**src/rtl/keypad_scan_debounce.sv**
```systemverilog
// keypad_scan_debounce: scans a 3-column x 4-row keypad and debounces both
// press and release. It emits one single-cycle key event per accepted press,
// carrying the 4-bit key code, to the lock controller downstream.
//
// Optional feature macro: KEY_REPEAT_EN. When it is defined, a key held in HELD
// re-pulses key_valid every REPEAT_CNT cycles. When it is undefined, each press
// produces exactly one event.
//
// Ports:
//   clock      system clock (50 MHz nominal)
//   reset      asynchronous, active-high reset
//   row[3:0]   keypad rows, active low (4'b1111 = no key)
//   col[2:0]   column drive, one-hot active low
//   key_valid  one-cycle pulse marking an accepted key
//   key_code   code of the last accepted key, held until the next one
//   key_held   high while an accepted key stays pressed (through release debounce)
module keypad_scan_debounce #(
  parameter int unsigned SCAN_DIV     = 16,
  parameter int unsigned DEBOUNCE_CNT = 500,
  parameter int unsigned REPEAT_CNT   = 25000
) (
  input  logic       clock,
  input  logic       reset,
  input  logic [3:0] row,
  output logic [2:0] col,
  output logic       key_valid,
  output logic [3:0] key_code,
  output logic       key_held
);

  localparam int unsigned CNT_MAX = (DEBOUNCE_CNT > SCAN_DIV) ? DEBOUNCE_CNT : SCAN_DIV;
  localparam int unsigned CW      = $clog2(CNT_MAX + 1);
  localparam int unsigned RW      = $clog2(REPEAT_CNT + 1);

  localparam logic [CW-1:0] SCAN_LAST = CW'(SCAN_DIV - 1);
  localparam logic [CW-1:0] DB_LAST   = CW'(DEBOUNCE_CNT - 1);
  localparam logic [RW-1:0] REP_LAST  = RW'(REPEAT_CNT - 1);

`ifdef KEY_REPEAT_EN
  localparam bit REPEAT_ON = 1'b1;
`else
  localparam bit REPEAT_ON = 1'b0;
`endif

  typedef enum logic [1:0] {
    SCAN     = 2'd0,
    PRESS_DB = 2'd1,
    HELD     = 2'd2,
    REL_DB   = 2'd3
  } state_t;

  state_t        state, state_nxt;
  logic [3:0]    rs_meta, rs;
  logic [CW-1:0] cnt, cnt_nxt;
  logic [CW-1:0] gap_cnt, gap_nxt;
  logic [RW-1:0] rep_cnt, rep_nxt;
  logic [3:0]    lrow, lrow_nxt;
  logic [2:0]    lcol, lcol_nxt;
  logic [2:0]    col_nxt;
  logic          valid_nxt;
  logic [3:0]    code_nxt;
  logic          held_nxt;
  logic [3:0]    map_code_c;

  // Next active-low column: 110 -> 101 -> 011 -> 110.
  function automatic logic [2:0] next_col(input logic [2:0] c);
    return {c[1:0], c[2]};
  endfunction

  // Key code for the latched single-key row and column.
  always_comb begin
    logic [1:0] r_idx;
    logic [1:0] c_idx;
    r_idx = 2'd3;
    c_idx = 2'd2;
    map_code_c = 4'd0;
    case (lrow)
      4'b1110: r_idx = 2'd0;
      4'b1101: r_idx = 2'd1;
      4'b1011: r_idx = 2'd2;
      default: r_idx = 2'd3;
    endcase
    case (lcol)
      3'b110:  c_idx = 2'd0;
      3'b101:  c_idx = 2'd1;
      default: c_idx = 2'd2;
    endcase
    if (r_idx == 2'd3) begin
      case (c_idx)
        2'd0:    map_code_c = 4'd10;
        2'd1:    map_code_c = 4'd0;
        default: map_code_c = 4'd11;
      endcase
    end else begin
      map_code_c = (4'({2'b00, r_idx}) * 4'd3) + 4'({2'b00, c_idx}) + 4'd1;
    end
  end

  // Two-flop row synchroniser; idles at "no key".
  always_ff @(posedge clock or posedge reset) begin
    if (reset) begin
      rs_meta <= 4'b1111;
      rs      <= 4'b1111;
    end else begin
      rs_meta <= row;
      rs      <= rs_meta;
    end
  end

  // State and registered outputs.
  always_ff @(posedge clock or posedge reset) begin
    if (reset) begin
      state     <= SCAN;
      cnt       <= '0;
      gap_cnt   <= '0;
      rep_cnt   <= '0;
      lrow      <= 4'b1111;
      lcol      <= 3'b110;
      col       <= 3'b110;
      key_valid <= 1'b0;
      key_code  <= 4'd0;
      key_held  <= 1'b0;
    end else begin
      state     <= state_nxt;
      cnt       <= cnt_nxt;
      gap_cnt   <= gap_nxt;
      rep_cnt   <= rep_nxt;
      lrow      <= lrow_nxt;
      lcol      <= lcol_nxt;
      col       <= col_nxt;
      key_valid <= valid_nxt;
      key_code  <= code_nxt;
      key_held  <= held_nxt;
    end
  end

  // Scan / debounce sequencing.
  always_comb begin
    state_nxt = state;
    cnt_nxt   = cnt;
    gap_nxt   = gap_cnt;
    rep_nxt   = '0;
    lrow_nxt  = lrow;
    lcol_nxt  = lcol;
    col_nxt   = col;
    valid_nxt = 1'b0;
    code_nxt  = key_code;
    held_nxt  = key_held;

    case (state)
      SCAN: begin
        if (cnt == SCAN_LAST) begin
          cnt_nxt = '0;
          if (rs != 4'b1111) begin
            lrow_nxt  = rs;
            lcol_nxt  = col;
            gap_nxt   = '0;
            state_nxt = PRESS_DB;
          end else begin
            col_nxt = next_col(col);
          end
        end else begin
          cnt_nxt = cnt + CW'(1);
        end
      end

      PRESS_DB: begin
        if (rs == lrow) begin
          gap_nxt = '0;
          if (cnt == DB_LAST) begin
            cnt_nxt   = '0;
            state_nxt = HELD;
            // Multi-key chords are swallowed: HELD without an event.
            if ($onehot(~lrow)) begin
              code_nxt  = map_code_c;
              valid_nxt = 1'b1;
              held_nxt  = 1'b1;
            end else begin
              held_nxt = 1'b0;
            end
          end else begin
            cnt_nxt = cnt + CW'(1);
          end
        end else begin
          cnt_nxt = '0;
          // A press that never settles gives up after a stable idle period.
          if (rs == 4'b1111) begin
            if (gap_cnt == DB_LAST) begin
              gap_nxt   = '0;
              state_nxt = SCAN;
            end else begin
              gap_nxt = gap_cnt + CW'(1);
            end
          end else begin
            gap_nxt = '0;
          end
        end
      end

      HELD: begin
        if (rs == 4'b1111) begin
          cnt_nxt   = '0;
          state_nxt = REL_DB;
        end else if (REPEAT_ON && key_held) begin
          if (rep_cnt == REP_LAST) begin
            valid_nxt = 1'b1;
          end else begin
            rep_nxt = rep_cnt + RW'(1);
          end
        end
      end

      REL_DB: begin
        if (rs == 4'b1111) begin
          if (cnt == DB_LAST) begin
            cnt_nxt   = '0;
            held_nxt  = 1'b0;
            col_nxt   = next_col(col);
            state_nxt = SCAN;
          end else begin
            cnt_nxt = cnt + CW'(1);
          end
        end else begin
          cnt_nxt = '0;
        end
      end

      default: state_nxt = SCAN;
    endcase
  end

endmodule

```
**config.mk**
```make
export PLATFORM = sky130hd
export DESIGN_NAME = keypad_scan_debounce
export DESIGN_NICKNAME = d
export VERILOG_FILES = /design/src/rtl/keypad_scan_debounce.sv
export SDC_FILE = /design/constraint.sdc
export NUM_CORES = 1
export LEC_CHECK = 0
export CORE_MARGIN = 3
export CORE_UTILIZATION = 37
export DETAILED_ROUTE_END_ITERATION = 10
export DONT_BUFFER_PORTS = 1
export PLACE_DENSITY = 0.61
export SLEW_MARGIN = 10
export SYNTH_ARGS = -nofsm -noshare
export SYNTH_HDL_FRONTEND = slang
export SYNTH_SLANG_ARGS = --single-unit
```
**constraint.sdc**
```tcl
create_clock -name clock -period 4.1 [get_ports clock]
set_input_delay 0.615 -clock clock [delete_from_list [all_inputs] [get_ports clock]]
set_output_delay 0.615 -clock clock [all_outputs]
set_load 0.005 [all_outputs]
```
# After elaboration in Yosys (flattened, before gate mapping)

Cells that the tools add are included.

Eq/ne operators: 28
Add/subtract/negate cells: 7
Bitwise gates (word level): 1
Reduce and logical (&&, ||, !) cells: 11
Multipliers: 1
Mux-type cells: 40

Operators with widths:

| cell                                                                  | number |
|---|---|
| 9-bit two-way mux                                                     | 10 |
| 9-bit one-hot mux with 4 select lines                                 | 1 |
| 9-bit by 1-bit adder with 9-bit output, second input constant         | 2 |
| 9-bit equality test, second input constant                            | 2 |
| 2-bit two-way mux                                                     | 9 |
| 9-bit one-hot mux with 2 select lines                                 | 1 |
| 4-bit equality test, second input constant                            | 4 |
| 2-bit != test, second input constant                                  | 8 |
| 3-bit two-way mux                                                     | 4 |
| 5-bit AND reduction                                                   | 2 |
| 9-bit by 4-bit equality test with 1-bit output, second input constant | 1 |
| 3-bit != test, second input constant                                  | 3 |
| 1-bit two-way mux                                                     | 8 |
| 2-bit one-hot mux with 4 select lines                                 | 1 |
| 4-bit one-hot mux with 2 select lines                                 | 1 |
| 8-bit AND reduction                                                   | 1 |
| 2-bit equality test, second input constant                            | 3 |
| 3-bit equality test, second input constant                            | 2 |
| 2-bit one-hot mux with 3 select lines                                 | 1 |
| 3-bit one-hot mux with 2 select lines                                 | 1 |
| 3-bit AND reduction                                                   | 2 |
| 2-bit nonzero test                                                    | 3 |
| 1-bit by 1-bit adder with 2-bit output                                | 2 |
| 4-bit by 1-bit adder with 4-bit output, second input constant         | 1 |
| other kinds (13)                                                      | 15 |

Word-level logic and storage cells: 99
Flip-flop bits (word level): 44
Output and inout port bits: 9

# Longest topological paths before layout

Gate-level depths: netlist (run 1).

Depth in word-level cells: 8
Gate-level depth with buffers: 11
Depth with buffers taken out: 11

# Worst setup path after synthesis (run 1)

OpenSTA, ideal clock, no wires.

Path kind: register -> register
From: register lrow[1]
To: register key_code[0]
Path slack: 1.476 ns
Data required time: 3.975 ns
Arrival time: 2.499 ns
Stages on the path, launching flop included: 8
Cell sequence: dfstp_2 > fa_1 > inv_1 > ha_1 > ha_1 > or3b_2 > nor4_4 > mux2_2

Word-level cells in the longest chain between the ends: 6

RTL lines:

| what                                        | line | source |
|---|---|---|
| from (decl)                                 | 57   | `logic [3:0] lrow, lrow_nxt;` |
| from (signal assigned)                      | 128  | `lrow <= lrow_nxt;` |
| 4-bit equality test                         | 77   | `case (lrow)` |
| 2-bit one-hot mux with 3 select lines       | 77   |  |
| 2-bit by 2-bit multiplier with 4-bit output | 95   | `map_code_c = (4'({2'b00, r_idx}) * 4'd3) + 4'({2'b00, c_idx}) + 4'd1;` |
| 4-bit by 2-bit adder with 4-bit output      | 95   |  |
| 4-bit by 1-bit adder with 4-bit output      | 95   |  |
| 4-bit two-way mux                           | 88   | `if (r_idx == 2'd3) begin` |
| to (signal assigned)                        | 132  | `key_code <= code_nxt;` |
| to (decl)                                   | 27   | `output logic [3:0] key_code,` |

Several ways; a longest one is shown, not always the timed one.
A chain may end at the register's enable or synchronous reset.

# Final worst setup path (run 1)

From: register lrow[1]
To: register key_code[3]

The elaborated chain is that of the path after synthesis.

==> flow_metrics.tcl, run 1 <==
set metrics [dict create \
    power.density_mw_per_mm2 360 \
    critical_path_arrival_ps 2950 \
    grt_max_degree 45 \
    setup_viol_count_final 0 \
    dpl_cell_area_mm2 0.00252 \
    clock.fmax_ghz 0.363 \
    htree_num_levels 2 \
    worstSetupEndpointType "flop" \
    clk_pin_slew_ps 90 \
    finalWirelength_um 4530 \
    dieArea_mm2 0.00762 \
    initial_core_util 0.397 \
    drive_gt1_frac 0.211 \
    grt_use_met2 0.187 \
    ios 15 \
    antenna_left 0 \
    numCtsBuffers 5 \
    core_area_mm2 0.00617 \
    synth_seq_cells 44 \
    synthCells 221 \
    maxCapViolCount 0 \
    nNetsFinal 242 \
    num_antenna_cells 0 \
    pwr-share-seq 0.517 \
    worst_setup_path_start_kind "flop" \
    antenna_found_initial 0 \
    die_w_um 87.3 \
    drtIter0Drc 77 \
    r2r_end "key_code[3]" \
    post-route-util 0.423 \
    drc 0 \
    busiest_layer "met2" \
    gp_congestion 0.807 \
    area_growth_pct 6.70 \
    num_vias 1739 \
    synth.distinct_cells 53 \
    syn-num-nets 241 \
    p_leak_nw 1.05 \
    p_comb_frac 0.174 \
    post_drt_via_cell_ratio 5.84 \
    holdPathStages 0 \
    use_met3 0.0293 \
    reg2regPathDepth 7 \
    regToRegSetupSlack_ps 1350 \
    overflow 0 \
    critPathBufInv 1 \
    firstDrtPassIters 4 \
    fin_crit_ps 2750 \
    post-cts-setup-buffers 0 \
    placed_cells 290 \
    worstPathRequired_ps 4290 \
    synth_edf_count 0 \
    clk_latency_ps 300 \
    crit_top_cell "ha_1" \
    num_rows 28 \
    synthTopCellsByArea "dfrtp_1, dfstp_2, ha_1" \
    syn_area_per_cell_um2 11.1 \
    ctsResizeCount 0 \
    skew_ps 8.09 \
    dp_hpwl_um 3220 \
    synth_top_cells_by_count "dfrtp_1, dfstp_2, a21oi_1" \
    tns_ps 0 \
    clock_path_buffers 2 \
    layoutNonFillerInstCount 298 \
    io_buffers 0 \
    grt_pass1_vias 1604 \
    tightest_slew_ps 726 \
    design_area_mm2 0.00261 \
    rr_startpoint "lrow[1]" \
    fin_crit_sh 0.671 \
    yosys.area.top_type "dfrtp_1" \
    global_route.usage.total 0.128 \
    synth_flop_cell "dfrtp_1" \
    pwr-share-clk 0.310 \
    clock_sinks 44 \
    synth_top_cell_area_share 0.286 \
    worstHoldEndpoint "rs_meta[1]" \
    yosysMostFrequentCell "dfrtp_1" \
    crit_fanout 6 \
    ys_seq_area_frac 0.458 \
    yosys_warnings 0 \
    syn_area_mm2 0.00245 \
    use_met1 0.180 \
    internal-power_mw 0.635 \
    cts-root-buf "clkbuf_8" \
    slowest_delay_ps 610 \
    hold_viol 0 \
    slew_headroom 0.516 \
    synth-async-reset-ratio 1.00 \
    wl_per_cell_um 15.2 \
    min_from "row[1]" \
    rsz0062_at_grt "false" \
    path_cells "fa_1, inv_1, ha_1, ha_1, or3b_2, nor4_4, mux2_2" \
    power_switching_share 0.324 \
    cts_tree "done" \
    status "finished clean" \
    cp-startpoint "lrow[1]" \
    postCtsHoldBufs 0 \
    grt_pass1_wl_um 7690 \
    cp_slowest_cell "dfstp_2" \
    crit_family "simple AND/OR/NAND/NOR gates" \
    vdd_ir_drop_max_mv 0.197 \
    hold_path_class "in2reg" \
    criticalPathCategory "reg2reg" \
    p_switching_mw 0.304 \
    die_h_um 87.3 \
    drv_slew 0 \
]
[layout make-up]
| cell class | instances | area, um2 |
|---|---|---|
| fill | 589 | 3560 |
| multi-input combinational | 158 | 1250 |
| tap | 75 | 93.8 |
| clock buffer | 5 | 68.8 |
| inverter | 12 | 45.0 |
| sequential | 44 | 1120 |
| timing repair buffer | 1 | 7.51 |
| clock inverter | 3 | 23.8 |
[worst max-delay path by stage]
stage | endpoint | slack (ps) | cells after the start
after floorplan | key_code[0] | 1480 | 7
after global placement | key_code[3] | 1390 | 7
after detailed placement | key_code[3] | 1310 | 7
after CTS | key_code[3] | 1300 | 7
after global routing | key_code[0] | 1180 | 7
final | key_code[3] | 1350 | 7
[power groups by stage]
stage,combinational (mW),clock [mW],sequential (mW)
after global routing,0.183,0.319,0.490
after CTS,0.163,0.303,0.485
after global placement,0.161,0,0.492
after floorplan,0.139,0,0.479
after detailed placement,0.164,0,0.493
final,0.163,0.291,0.485
[per-stage QoR]
stage	setup WS (ps)	power [mW]	hold WS (ps)
2_1_floorplan	1480	0.618	345
3_3_place_gp	1390	0.654	346
3_5_place_dp	1310	0.656	347
4_1_cts	1300	0.951	283
5_1_grt	1180	0.991	273
6_report	1350	0.939	298
[sequential cells by signal, indices dropped and copies added, names as in the netlist, named ones only]
register,flops
cnt,9
gap_cnt,9
key_code,4
lrow,4
rs,4
rs_meta,4
col,3
lcol,3
key_held,1
key_valid,1
state,1
[per-layer routing]
layer / routed length [um] / part of all wire / vias up
met4: 84 / 0.019 / 0
met3: 238 / 0.053 / 7
met2: 2040 / 0.45 / 38
met1: 2170 / 0.48 / 850
li1: - / - / 844
met5: 0 / 0 / -
[worst register-to-register path, stage by stage, from the launching register on]
cell	delay [ps]
dfstp_2	610
fa_1	430
inv_1	60
ha_1	130
ha_1	210
or3b_2	510
nor4_4	310
mux2_2	380
[layout by cell type (no fill, tap or decap), types with 7 or more instances in the layout]
cell type,Yosys,final
inv_1,12,11
dfrtp_1,28,28
mux2_2,11,11
dfstp_2,16,16
nand2_1,13,13
nand3_1,11,11
ha_1,12,12
a21oi_1,15,15
nor2_1,7,7
[cell families (layout without fill, tap and decap cells)]
kind of cell,Yosys count,count (layout),synth area share
simple gates,68,68,0.181
compound gates,54,54,0.162
mux,13,13,0.0588
flops,44,44,0.458
xor+xnor,9,9,0.0322
fa+ha+maj,14,14,0.0777
buf+inv,19,21,0.0307
Power figures use the tool's default switching activity.
==> run 2, diff against run 1 <==
- clock period: 4.1 -> 2.8 ns (I/O delays scaled with it)
==> flow_metrics.tcl, run 2 (synthesized netlist as in run 1, its figures left out) <==
set metrics [dict create \
    clock_path_buffers 2 \
    num_antenna_cells 0 \
    skew_ps 11.8 \
    wl_met1_um 2210 \
    p_comb_frac 0.175 \
    pwr-share-seq 0.496 \
    die_w_um 87.3 \
    numCtsBuffers 5 \
    rsz0062_at_grt "false" \
    internal-power_mw 0.987 \
    core_area_mm2 0.00617 \
    grt_pass1_vias 1687 \
    die_h_um 87.3 \
    tns_ps 0 \
    overflow 0 \
    grt_pass1_wl_um 7900 \
    status "finished clean" \
    ios 15 \
    clk_latency_ps 300 \
    r2r_end "key_code[3]" \
    crit_path_end "key_code[3]" \
    reg.largest.list "cnt: 9 flops, gap_cnt: 9 flops" \
    power.density_mw_per_mm2 534 \
    regToRegSetupSlack_ps 130 \
    slew_headroom 0.342 \
    fin_crit_ps 2670 \
    criticalPathCategory "reg2reg" \
    dieArea_mm2 0.00762 \
    antenna_left 0 \
    vdd_ir_drop_max_mv 0.366 \
    crit_fanout 5 \
    grt_max_degree 31 \
    top_layer "met4" \
    antenna_found_initial 0 \
    gp_congestion 0.823 \
    drc 0 \
    critical_path_arrival_ps 2870 \
    cp-startpoint "lrow[0]" \
    hold_path_class "in2async" \
    postCtsHoldBufs 0 \
    area_growth_pct 9.00 \
    post_drt_via_cell_ratio 5.62 \
    global_route.usage.total 0.131 \
    finalWirelength_um 4470 \
    p_switching_mw 0.436 \
    design_area_mm2 0.00267 \
    wl_per_cell_um 14.7 \
    reg2regPathDepth 8 \
    clock.fmax_ghz 0.374 \
    worst_setup_path_start_kind "flop" \
    clk_pin_slew_ps 100 \
    initial_core_util 0.397 \
    drive_gt1_frac 0.228 \
    num_vias 1702 \
    final_common_cell "dfrtp_1" \
    worstSetupEndpointType "flop" \
    clock_sinks 44 \
    rr_startpoint "lrow[0]" \
    firstDrtPassIters 4 \
    pwr-share-clk 0.329 \
    drtIter0Drc 80 \
    met3_length_um 167 \
    worstPathRequired_ps 3000 \
    dpl_cell_area_mm2 0.00254 \
    maxCapViolCount 0 \
    route.met2.wl_um 2010 \
    drv_slew 0 \
    layoutNonFillerInstCount 303 \
    layout_common_cells "dfrtp_1, dfstp_2, a21oi_1, nand2_1, ha_1" \
    io_buffers 0 \
    tightest_slew_ps 980 \
    cts-root-buf "clkbuf_8" \
    fin_crit_sh 0.955 \
    setup_viol_count_final 0 \
    placed_cells 293 \
    power_switching_share 0.307 \
    hold_viol 0 \
    num_rows 28 \
    p_leak_nw 1.08 \
    nNetsFinal 247 \
    dp_hpwl_um 3250 \
    htree_num_levels 2 \
    cts_tree "done" \
]
-- run 2: cell count changes in the layout (fill, tap and decap cells not counted) --
| cell | delta |
|---|---|
| or3b_2 | -1 |
| or3b_4 | +1 |
| buf_4 | +5 |
| inv_6 | -1 |
| clkbuf_16 | +1 |
-- run 2: layout make-up --
cell class | instances | area (um2)
Timing Repair Buffer | 6 | 45.0
Multi-Input combinational cell | 158 | 1250
Sequential cell | 44 | 1120
Tap cell | 75 | 93.8
Clock buffer | 6 | 93.8
Inverter | 12 | 45.0
Clock inverter | 2 | 15.0
Fill cell | 588 | 3500
-- run 2: per-stage QoR --
step           worst slack, ps   util  hold WS (ps)  power [mW]
5_1_grt                   29.2  0.432          88.9        1.50
4_1_cts                   33.0  0.430          92.0        1.44
3_5_place_dp              47.7  0.412           347       0.965
6_report                   126  0.432           106        1.42
2_1_floorplan              176      -           345       0.905
3_3_place_gp              90.5  0.412           347       0.962
-- run 2: worst min-delay path by stage --
| stage | start | endpoint | cells past startpoint |
|---|---|---|---|
| final | reset | key_code[0] | 1 |
| after global routing | row[1] | rs_meta[1] | 0 |
| after detailed placement | rs_meta[0] | rs[0] | 0 |
| after CTS | row[1] | rs_meta[1] | 0 |
| after floorplan | rs_meta[0] | rs[0] | 0 |
| after global placement | rs_meta[2] | rs[2] | 0 |
-- run 2: power by group through the flow --
stage | sequential (mW) | combinational [mW] | clock (mW)
6_report | 0.706 | 0.249 | 0.468
5_1_grt | 0.712 | 0.282 | 0.508
4_1_cts | 0.707 | 0.247 | 0.488
3_5_place_dp | 0.718 | 0.246 | 0
3_3_place_gp | 0.718 | 0.243 | 0
2_1_floorplan | 0.701 | 0.204 | 0
-- run 2: what timing repair did --
action | CTS | global route
hold endpoints to repair | 0 | 0
gates resized for setup | 0 | 1
setup endpoints to repair | 0 | 3
setup buffers | 0 | 2
-- run 2: critical path, stage by stage (launching register included) --
cell and delay, ps:
dfstp_2 390, fa_1 530, inv_1 40, ha_1 170, ha_1 270, or3b_4 420, nor4_4 270, buf_4 180
mux2_2 330
-- run 2: layer usage --
layer  vias up  track usage
met5         -            0
met4         0       0.0544
met3         5       0.0265
met2        29        0.197
met1       817        0.182
li1        851            -
